==> src/rtl/fphub_pkg.sv <==
// Shared types for the FPHUB operand pairing path: word width, the X/Y pair
// record held in the pair FIFO, and the pairing FSM state encoding.
package fphub_pkg;

  localparam int FP_M = 23;
  localparam int FP_E = 8;
  localparam int W    = FP_E + FP_M + 1;

  typedef struct packed {
    logic [W-1:0] x;
    logic [W-1:0] y;
  } fphub_pair_t;

  typedef enum logic {
    WAIT_X = 1'b0,
    WAIT_Y = 1'b1
  } pair_state_t;

endpackage

==> src/rtl/fphub_pair_issuer_if.sv <==
// Bundle of the pair issuer's stream, adder and status signals. The master
// side feeds words, the adder result and downstream ready; the slave is the issuer.
interface fphub_pair_issuer_if #(
  parameter int DEPTH = 4
);
  import fphub_pkg::*;

  localparam int LW = $clog2(DEPTH) + 1;

  // Both streams transfer a beat on a rising edge where valid & ready are high.
  // A producer holding valid keeps its payload stable until that edge; ready
  // never depends combinationally on the same stream's valid.
  logic          flush;
  logic          in_valid;
  logic          in_ready;
  logic [W-1:0]  in_data;
  logic          in_sub;
  logic [W-1:0]  add_x;
  logic [W-1:0]  add_y;
  logic [W-1:0]  add_z;
  logic          out_valid;
  logic          out_ready;
  logic [W-1:0]  out_z;
  logic [LW-1:0] level;
  pair_state_t   state;

  modport master (
    output flush, in_valid, in_data, in_sub, add_z, out_ready,
    input  in_ready, add_x, add_y, out_valid, out_z, level, state
  );

  modport slave (
    input  flush, in_valid, in_data, in_sub, add_z, out_ready,
    output in_ready, add_x, add_y, out_valid, out_z, level, state
  );

endinterface

==> src/rtl/fphub_pair_fifo.sv <==
// Small circular buffer of X/Y operand pairs. Counters carry one extra MSB so
// full and empty are told apart by the occupancy difference alone.
module fphub_pair_fifo
  import fphub_pkg::*;
#(
  parameter int  DEPTH = 4,
  parameter type T     = fphub_pair_t
) (
  input  logic                     clk,
  input  logic                     rst,
  input  logic                     i_flush,
  input  logic                     i_push,
  input  T                         i_push_data,
  input  logic                     i_pop,
  output T                         o_head,
  output logic                     o_full,
  output logic                     o_empty,
  output logic [$clog2(DEPTH):0]   o_level
);

  localparam int AW = $clog2(DEPTH);
  localparam int LW = AW + 1;

  logic [AW:0]   r_wr_cnt;
  logic [AW:0]   r_rd_cnt;
  T              r_mem [DEPTH];

  logic [LW-1:0] w_level;
  logic          w_full;
  logic          w_empty;
  logic          w_do_push;
  logic          w_do_pop;

  assign w_level   = r_wr_cnt - r_rd_cnt;
  assign w_full    = (w_level == LW'(DEPTH));
  assign w_empty   = (w_level == '0);
  // A same-cycle pop does not free a slot for the push: full blocks the push.
  assign w_do_push = i_push & ~w_full  & ~i_flush;
  assign w_do_pop  = i_pop  & ~w_empty & ~i_flush;

  always_ff @(posedge clk or posedge rst) begin
    if (rst) begin
      r_wr_cnt <= '0;
      r_rd_cnt <= '0;
    end else if (i_flush) begin
      r_wr_cnt <= '0;
      r_rd_cnt <= '0;
    end else begin
      if (w_do_push) r_wr_cnt <= r_wr_cnt + 1'b1;
      if (w_do_pop)  r_rd_cnt <= r_rd_cnt + 1'b1;
    end
  end

  always_ff @(posedge clk) begin
    if (w_do_push) r_mem[r_wr_cnt[AW-1:0]] <= i_push_data;
  end

  assign o_head  = r_mem[r_rd_cnt[AW-1:0]];
  assign o_full  = w_full;
  assign o_empty = w_empty;
  assign o_level = w_level;

endmodule

==> src/rtl/fphub_pair_issuer.sv <==
// Pairs a serial FPHUB word stream into X/Y operands (optionally negating Y),
// queues the pairs for the external adder and registers its result.
module fphub_pair_issuer
  import fphub_pkg::*;
#(
  parameter int M     = 23,
  parameter int E     = 8,
  parameter int DEPTH = 4
) (
  input  logic                  clk,
  input  logic                  rst,
  fphub_pair_issuer_if.slave    bus
);

  localparam int SIGN_BIT = E + M;
  localparam int LW       = $clog2(DEPTH) + 1;

  pair_state_t   r_state;
  pair_state_t   w_state_nxt;
  logic [W-1:0]  r_x_hold;
  logic          r_out_valid;
  logic [W-1:0]  r_out_z;

  logic          w_in_ready;
  logic          w_accept;
  logic          w_capture_x;
  logic          w_push;
  logic          w_pop;
  logic          w_full;
  logic          w_empty;
  logic [LW-1:0] w_level;
  fphub_pair_t   w_pair;
  fphub_pair_t   w_head;

  // Pairing FSM: state register.
  always_ff @(posedge clk or posedge rst) begin
    if (rst) r_state <= WAIT_X;
    else     r_state <= w_state_nxt;
  end

  // Pairing FSM: next state. Flush always returns to expecting an X word.
  always_comb begin
    w_state_nxt = r_state;
    if (bus.flush) begin
      w_state_nxt = WAIT_X;
    end else if (w_accept) begin
      case (r_state)
        WAIT_X:  w_state_nxt = WAIT_Y;
        WAIT_Y:  w_state_nxt = WAIT_X;
        default: w_state_nxt = WAIT_X;
      endcase
    end
  end

  // Pairing FSM: outputs. An X word never needs a FIFO slot, so only WAIT_Y
  // backpressures; out_ready is deliberately absent from in_ready.
  always_comb begin
    w_in_ready  = ~bus.flush & ~((r_state == WAIT_Y) & w_full);
    w_accept    = bus.in_valid & w_in_ready;
    w_capture_x = w_accept & (r_state == WAIT_X);
    w_push      = w_accept & (r_state == WAIT_Y);
  end

  always_ff @(posedge clk or posedge rst) begin
    if (rst)              r_x_hold <= '0;
    else if (w_capture_x) r_x_hold <= bus.in_data;
  end

  // Subtraction is a plain sign-bit flip of Y; special values pass untouched.
  always_comb begin
    w_pair.x = r_x_hold;
    w_pair.y = bus.in_data ^ (W'(bus.in_sub) << SIGN_BIT);
  end

  fphub_pair_fifo #(
    .DEPTH (DEPTH),
    .T     (fphub_pair_t)
  ) u_fifo (
    .clk         (clk),
    .rst         (rst),
    .i_flush     (bus.flush),
    .i_push      (w_push),
    .i_push_data (w_pair),
    .i_pop       (w_pop),
    .o_head      (w_head),
    .o_full      (w_full),
    .o_empty     (w_empty),
    .o_level     (w_level)
  );

  assign w_pop = ~w_empty & (~r_out_valid | bus.out_ready) & ~bus.flush;

  // Result register survives flush so an already computed Z is not lost.
  always_ff @(posedge clk or posedge rst) begin
    if (rst) begin
      r_out_valid <= 1'b0;
      r_out_z     <= '0;
    end else if (w_pop) begin
      r_out_valid <= 1'b1;
      r_out_z     <= bus.add_z;
    end else if (r_out_valid & bus.out_ready) begin
      r_out_valid <= 1'b0;
    end
  end

  assign bus.in_ready  = w_in_ready;
  assign bus.add_x     = w_head.x;
  assign bus.add_y     = w_head.y;
  assign bus.out_valid = r_out_valid;
  assign bus.out_z     = r_out_z;
  assign bus.level     = w_level;
  assign bus.state     = r_state;

endmodule

==> src/flat_wrapper.sv <==
// flat-port wrapper written by rule: the top's interface ports become plain ports
module fphub_pair_issuer_flat import fphub_pkg::*;
#(
  parameter int M     = 23,
  parameter int E     = 8,
  parameter int DEPTH = 4
)
  (clk, rst, bus_flush, bus_in_valid, bus_in_data, bus_in_sub, bus_add_z, bus_out_ready, bus_in_ready, bus_add_x, bus_add_y, bus_out_valid, bus_out_z, bus_level, bus_state);
  fphub_pair_issuer_if #(.DEPTH(DEPTH)) bus_i ();
  input  logic clk;
  input  logic rst;
  input wire logic [$bits(bus_i.flush)-1:0] bus_flush;
  input wire logic [$bits(bus_i.in_valid)-1:0] bus_in_valid;
  input wire logic [$bits(bus_i.in_data)-1:0] bus_in_data;
  input wire logic [$bits(bus_i.in_sub)-1:0] bus_in_sub;
  input wire logic [$bits(bus_i.add_z)-1:0] bus_add_z;
  input wire logic [$bits(bus_i.out_ready)-1:0] bus_out_ready;
  output wire logic [$bits(bus_i.in_ready)-1:0] bus_in_ready;
  output wire logic [$bits(bus_i.add_x)-1:0] bus_add_x;
  output wire logic [$bits(bus_i.add_y)-1:0] bus_add_y;
  output wire logic [$bits(bus_i.out_valid)-1:0] bus_out_valid;
  output wire logic [$bits(bus_i.out_z)-1:0] bus_out_z;
  output wire logic [$bits(bus_i.level)-1:0] bus_level;
  output wire logic [$bits(bus_i.state)-1:0] bus_state;
  assign bus_i.flush = bus_flush;
  assign bus_i.in_valid = bus_in_valid;
  assign bus_i.in_data = bus_in_data;
  assign bus_i.in_sub = bus_in_sub;
  assign bus_i.add_z = bus_add_z;
  assign bus_i.out_ready = bus_out_ready;
  assign bus_in_ready = bus_i.in_ready;
  assign bus_add_x = bus_i.add_x;
  assign bus_add_y = bus_i.add_y;
  assign bus_out_valid = bus_i.out_valid;
  assign bus_out_z = bus_i.out_z;
  assign bus_level = bus_i.level;
  assign bus_state = bus_i.state;
  fphub_pair_issuer #(.M(M), .E(E), .DEPTH(DEPTH)) u_core (.clk(clk), .rst(rst), .bus(bus_i));
endmodule
==> config.mk <==
export PLATFORM = sky130hd
export DESIGN_NAME = fphub_pair_issuer_flat
export DESIGN_NICKNAME = d
export VERILOG_FILES = /design/src/rtl/fphub_pkg.sv /design/src/rtl/fphub_pair_issuer_if.sv /design/src/rtl/fphub_pair_fifo.sv /design/src/rtl/fphub_pair_issuer.sv /design/src/flat_wrapper.sv
export SDC_FILE = /design/constraint.sdc
export NUM_CORES = 1
export LEC_CHECK = 0
export ABC_AREA = 1
export CORE_MARGIN = 2
export CORE_UTILIZATION = 41
export CTS_CLUSTER_DIAMETER = 100
export DETAILED_ROUTE_END_ITERATION = 6
export GPL_ROUTABILITY_DRIVEN = 0
export SLEW_MARGIN = 20
export SYNTH_ARGS = -nofsm -noshare
export SYNTH_HDL_FRONTEND = slang
export SYNTH_HIERARCHICAL = 1
export SYNTH_SLANG_ARGS = --single-unit
==> constraint.sdc <==
create_clock -name clk -period 6.1 [get_ports clk]
set_input_delay 1.22 -clock clk [delete_from_list [all_inputs] [get_ports clk]]
set_output_delay 1.22 -clock clk [all_outputs]
set_load 0.01 [all_outputs]
==> key figures, run 1 <==
Pwr
  – Cell Pwr Density: 336.2 nW/um2
  – Peak VDD IR: 0.2301 mV
  – Leak pwr: 5.999 nW

Clock tree
  – Clk sink count: 328
  – Post-CTS Repair Setup Buffers: 0
  – CTS buffer count: 34
  – CTS tree: built
  – Worst skew pair latency: 510 ps
  – Htree depth: 2
  – Hold-fix buffers, CTS: 0
  – CTS Root Cell: clkbuf_16
  – Resized Gates After CTS: 0
  – Clock slew at the register clock pins of the worst setup and hold paths: 60 ps
  – Max Root-Sink Buffers: 3

Timing
  – Fin. max-slew vios: 0
  – Final period utilization: 75.12%
  – Min Tclk post-route: 4582 ps
  – Final hold vios: 0
  – Worst-margin pin slew: 1064 ps
  – Number of setup violations in the final report: 0
  – Max Freq: 0.2182 GHz
  – Unrepaired setup endpoints after global routing: false
  – Worst slew margin: 29.07%
  – Setup Skew: 16.67 ps
  – Setup TNS: 0 ps
  – Worst Hold Margin: 468.2 ps

Synthesis
  – Mapped Cells: 979
  – Sequential share of the synthesized area: 74.13%
  – Syn Area/Cell: 13.07 um2
  – Count of cell types in the netlist: 25
  – Yosys warnings: 6
  – Biggest area consumer among synthesized cells: edfxtp_1
  – Flops & latches, synth: 328
  – Post-Syn Area: 12,800 um2
  – Syn_nets: 1,056
  – Post-synth top area share: 60.06%
  – Largest cells by area after synthesis: edfxtp_1 60%, dfrtp_1 14%, nor2_1 3.9%, nand2_1 3.3%, o21ai_0 3.2%

Detailed routing
  – Initial DRT Pass Iterations: 4
  – DR vias/cell: 5.113
  – Post-DRT Antenna Nets: 0
  – Vias: 7,991
  – Routed WL: 28,690 um
  – Violation count after the first detailed-routing iteration: 626
  – DR DRC count: 0
  – Detailed-route wire length per cell: 18.36 um

Layout
  – Layout cell share with drive strength beyond 1: 9.426%
  – Core Util, Final: 52.02%
  – Area delta synth->final: 24.64%
  – Most frequent cells in the layout: 256 x edfxtp_1, 171 x clkdlybuf4s50_1, 130 x nor2_1, 114 x nand2_1, 81 x o21ai_0
  – Commonest non-fill, non-tap cell in the layout: edfxtp_1
  – Final-stage net count: 1,218
  – Diodes inserted: 0
  – Design Area, Final: 15,950 um2

Outcome
  – Status: completed

Setup path
  – CP Cell Sequence: inv_4 -> buf_4 -> nor2_1 -> o22ai_1 -> clkdlybuf4s50_1
  – Slowest-stage cell, CP: inv_4
  – Crit path DAT: 3360 ps
  – CP bufs+invs: 3
  – Worst Setup Start Kind: flop
  – CP delay by family, top: buffers and inverters
  – CP endpoint kind: output port
  – Type of the worst setup path: flop to output port
  – Slowest stage delay, CP: 850 ps
  – CP required: 4880 ps
  – Worst-path fanout max: 102

Global routing
  – Grt total ovfl: 0
  – GR Util met1: 25.07%
  – Met3 Resource Use GR: 3.185%
  – Most Crowded Layer GR: met2
  – Met2 usage: 27.42%
  – Total Routing Usage GR: 17.44%
  – Initial antenna violation count: 0
  – First-pass GRT wire length: 44,880 um
  – Vias in the first global route: 7,698
  – Largest net degree at the start of global routing: 103

Floorplanning
  – Boundary pin count: 172
  – CORE AREA: 30,670 um2
  – Row cnt: 64
  – Die Height: 180.7 um
  – Die Width: 180.7 um
  – DIE AREA: 32,650 um2
  – Initial Util: 41.73%

Flow run
  – MaxCap Viol Count: 0

Placed design
  – Buffers on Ports: 171
  – Cell area after placement: 14,730 um2
  – Post-DP HPWL: 17,220 um

Hold path
  – Hold crit path type: flop to flop
## per-layer routing
metal | share of wire [%] | wire length [um] | vias to the layer above
met5 | 0 | 0 | -
met4 | 2.1 | 606 | 0
met3 | 4.9 | 1413 | 38
met2 | 46 | 13320 | 188
met1 | 47 | 13350 | 3961
li1 | - | - | 3804
## worst min-delay path: stages (launching register included)
cell and delay, ps:
dfrtp_1 340, nand2_1 50, nand2_1 50
## area by class of cell
class,count,area (um2)
Timing Repair Buffer,183,1814
Fill cell,2584,14720
Multi-Input combinational cell,536,2710
Sequential cell,328,9494
Tap cell,396,495.5
Clock buffer,50,1026
Inverter,58,220.2
Clock inverter,12,193.9
## final timing paths
check                                          start                          to  slack [ps]  cells past startpoint
max                        u_core/u_fifo/r_rd_cnt[0]               bus_add_x[25]        1520                      5
min                             u_core/bus.out_z[25]        u_core/bus.out_z[25]         470                      2
max reg2reg                u_core/u_fifo/r_rd_cnt[1]  u_core/u_fifo/r_mem[1][56]        2110                     12
min reg2reg                     u_core/bus.out_z[25]        u_core/bus.out_z[25]         470                      2
max in group asynchronous                        rst         u_core/bus.out_z[0]        4180                      3
min in group asynchronous                        rst   u_core/u_fifo/r_wr_cnt[2]         990                      2
## sequential cells by signal (all words and copies together) (netlist names)
name and flops:
u_core/u_fifo/r_mem 256, u_core/bus.out_valid 1, u_core/r_x_hold 32, u_core/bus.state 1
u_core/u_fifo/r_wr_cnt 3, u_core/bus.out_z 32, u_core/u_fifo/r_rd_cnt 3
## synth_stat cells
library cell / n
buf_4: 7
o21ai_1: 49
inv_2: 3
buf_2: 4
clkbuf_2: 2
o22ai_1: 64
nor2_1: 134
edfxtp_1: 256
a21oi_1: 1
nor2_4: 1
clkbuf_1: 22
dfrtp_1: 72
o21ai_2: 30
nand2_1: 114
buf_6: 22
nand2_4: 1
nand3_4: 1
o21ai_0: 81
fa_1: 1
nand3_1: 41
xor2_1: 3
inv_1: 55
nand4_1: 7
nand3_2: 2
ha_1: 6
## power breakdown
part           switching, mW  internal (mW)
sequential             0.101           2.57
clock                  0.825           1.38
combinational          0.223          0.256
total                   1.15           4.21
## stage by stage
| step | instances | power, mW | setup WS, ps |
|---|---|---|---|
| 5_1_grt | 1563 | 5.568 | 1283 |
| 3_5_place_dp | 1501 | 3.204 | 1960 |
| 4_1_cts | 1563 | 5.421 | 1427 |
| 3_3_place_gp | 1501 | 3.195 | 1984 |
| 2_1_floorplan | 979 | 2.894 | 1131 |
| 6_report | 1563 | 5.364 | 1518 |
## kinds of logic after synthesis
kind of cell             count (synthesis)  synth area share (%)
AND/OR/NAND/NOR                        301                 9.687
buffers and inverters                  115                 4.927
flip-flops                             328                 74.13
adder cells (fa/ha/maj)                  7                0.7429
XOR/XNOR                                 3                0.2053
AO/OA/AOI/OAI                          225                 10.30
No activity file was read; power rests on OpenSTA's default activity.
==> run 2, diff against run 1 <==
==> constraint.sdc (replaced) <==
create_clock -name clk -period 4.25 [get_ports clk]
set_input_delay 0.85 -clock clk [delete_from_list [all_inputs] [get_ports clk]]
set_output_delay 0.85 -clock clk [all_outputs]
set_load 0.01 [all_outputs]
==> run 2 against run 1 <==
Power rose by 40%. Combinational power increased by 45%. Global-route usage is 0.14 points higher. Non-clock buffer count is 5 higher. Clock skew about the same. Register-to-register slack worse by 1100 ps. Sequential share of layout area shrank 0.084 points. Critical endpoint is now bus_add_x[0].
==> key figures, run 2 (same netlist as run 1, synthesis figures left out) <==
Clock tree
  – CTS tree: built
  – Hold-fix buffers, CTS: 0
  – Clk sink count: 328
  – Worst skew pair latency: 510 ps
  – Htree depth: 2
  – Max Root-Sink Buffers: 3
  – CTS buffer count: 35
  – Clock slew at the register clock pins of the worst setup and hold paths: 60 ps
  – Resized Gates After CTS: 0
  – CTS Root Cell: clkbuf_16
  – Post-CTS Repair Setup Buffers: 0

Layout
  – Largest register FFs: 256
  – Area delta synth->final: 24.82%
  – Design Area, Final: 15,980 um2
  – Most frequent cells in the layout: 256 x edfxtp_1, 171 x clkdlybuf4s50_1, 130 x nor2_1, 114 x nand2_1, 81 x o21ai_0
  – Commonest non-fill, non-tap cell in the layout: edfxtp_1
  – Post-Layout Cell Count: 1,570
  – Diodes inserted: 0
  – Final-stage net count: 1,224
  – Core Util, Final: 52.09%
  – Layout cell share with drive strength beyond 1: 9.284%

Pwr
  – Final Power: 7.493 mW
  – Cell Pwr Density: 469.0 nW/um2
  – Leak pwr: 5.998 nW
  – Peak VDD IR: 0.3031 mV

Setup path
  – CP bufs+invs: 2
  – CP Cell Sequence: buf_4 -> o21ai_0 -> o22ai_1 -> clkdlybuf4s50_1
  – Slowest-stage cell, CP: dfrtp_2
  – Type of the worst setup path: flop to output port
  – Worst Setup Start Kind: flop
  – Crit path DAT: 2920 ps
  – CP delay by family, top: buffers and inverters
  – Slowest stage delay, CP: 740 ps
  – CP required: 3400 ps
  – Critical path depth: 4
  – Crit path launch: u_core/u_fifo/r_rd_cnt[1]
  – FF-to-FF path depth: 11
  – CP endpoint kind: output port
  – FF-to-FF Start: u_core/u_fifo/r_rd_cnt[1]
  – Worst-path fanout max: 39

Detailed routing
  – Violation count after the first detailed-routing iteration: 623
  – Routed WL: 28,540 um
  – DR DRC count: 0
  – Initial DRT Pass Iterations: 5
  – Vias: 7,911
  – Post-DRT Antenna Nets: 0
  – DR vias/cell: 5.039
  – Detailed-route wire length per cell: 18.18 um

Floorplanning
  – Die Height: 180.7 um
  – DIE AREA: 32,650 um2
  – Row cnt: 64
  – CORE AREA: 30,670 um2
  – Initial Util: 41.73%
  – Boundary pin count: 172
  – Die Width: 180.7 um

Timing
  – Final period utilization: 88.80%
  – Final hold vios: 0
  – Worst slew margin: 36.15%
  – Unrepaired setup endpoints after global routing: false
  – Number of setup violations in the final report: 0
  – Min setup slack post-route: 476.1 ps
  – Min Tclk post-route: 3774 ps
  – Worst Hold Margin: 467.1 ps
  – Max Freq: 0.2650 GHz
  – Worst-margin pin slew: 957.8 ps
  – Fin. max-slew vios: 0
  – Setup Skew: 16.23 ps
  – Setup TNS: 0 ps

Hold path
  – Hold Path Depth: 2
  – Hold crit path type: flop to flop
  – Hold_sp: u_core/bus.out_z[21]

Global routing
  – Largest net degree at the start of global routing: 83
  – First-pass GRT wire length: 45,280 um
  – Initial antenna violation count: 0
  – Grt total ovfl: 0
  – Total Routing Usage GR: 17.58%
  – Vias in the first global route: 7,932

Placed design
  – Post-DP HPWL: 17,000 um
  – Placed Cells: 1,506
  – DP Worst Slack: 931.9 ps
  – Buffers on Ports: 171
  – Cell area after placement: 14,850 um2

Outcome
  – Status: completed

Flow run
  – MaxCap Viol Count: 0
## run 2: cell types whose count changed in the layout (fill, tap and decap cells not counted), moves of 2 or more
cell       before  now
clkbuf_1        9   13
clkbuf_16      38   36
clkinv_1        0    4
buf_12          1    7
bufinv_16       5    3
## run 2: path summary, 6_finish.rpt
kind                                              endpoint  slack [ps]
worst min register to register        u_core/bus.out_z[21]         470
worst max register to register  u_core/u_fifo/r_mem[1][50]         970
max in group asynchronous             u_core/bus.out_z[31]        2660
worst max-delay path                          bus_add_x[0]         480
worst min-delay path                  u_core/bus.out_z[21]         470
min in group asynchronous        u_core/u_fifo/r_rd_cnt[2]         630
## run 2: layout make-up
class | instances | area [um2]
Clock buffer | 51 | 977.2
Clock inverter | 13 | 152.6
Fill cell | 2599 | 14690
Inverter | 58 | 220.2
Multi-Input combinational cell | 536 | 2710
Sequential cell | 328 | 9494
Tap cell | 396 | 495.5
Timing Repair Buffer | 188 | 1927
## run 2: where the power goes
part	leakage, nW	internal, mW	total (mW)	switching, mW
Clock	0.545	1.79	2.97	1.18
Combinational	2.23	0.369	0.693	0.324
Sequential	3.22	3.70	3.83	0.138
## run 2: worst register-to-register path, delay by kind of cell, from the launching register on
kind | cells | cell delay (ps)
and+or+nand+nor | 5 | 1070
buffers and inverters | 5 | 630
adders and majority gates | 1 | 540
DFF | 1 | 740
## run 2: layer usage
| metal | track usage (%) | part of all wire (%) | vias up | routed length [um] |
|---|---|---|---|---|
| met3 | 3.628 | 5.3 | 35 | 1501 |
| met5 | 0 | 0 | - | 0 |
| met2 | 27.97 | 46 | 194 | 13190 |
| met4 | 4.323 | 1.8 | 0 | 509 |
| met1 | 24.90 | 47 | 3857 | 13340 |
| li1 | - | - | 3825 | - |
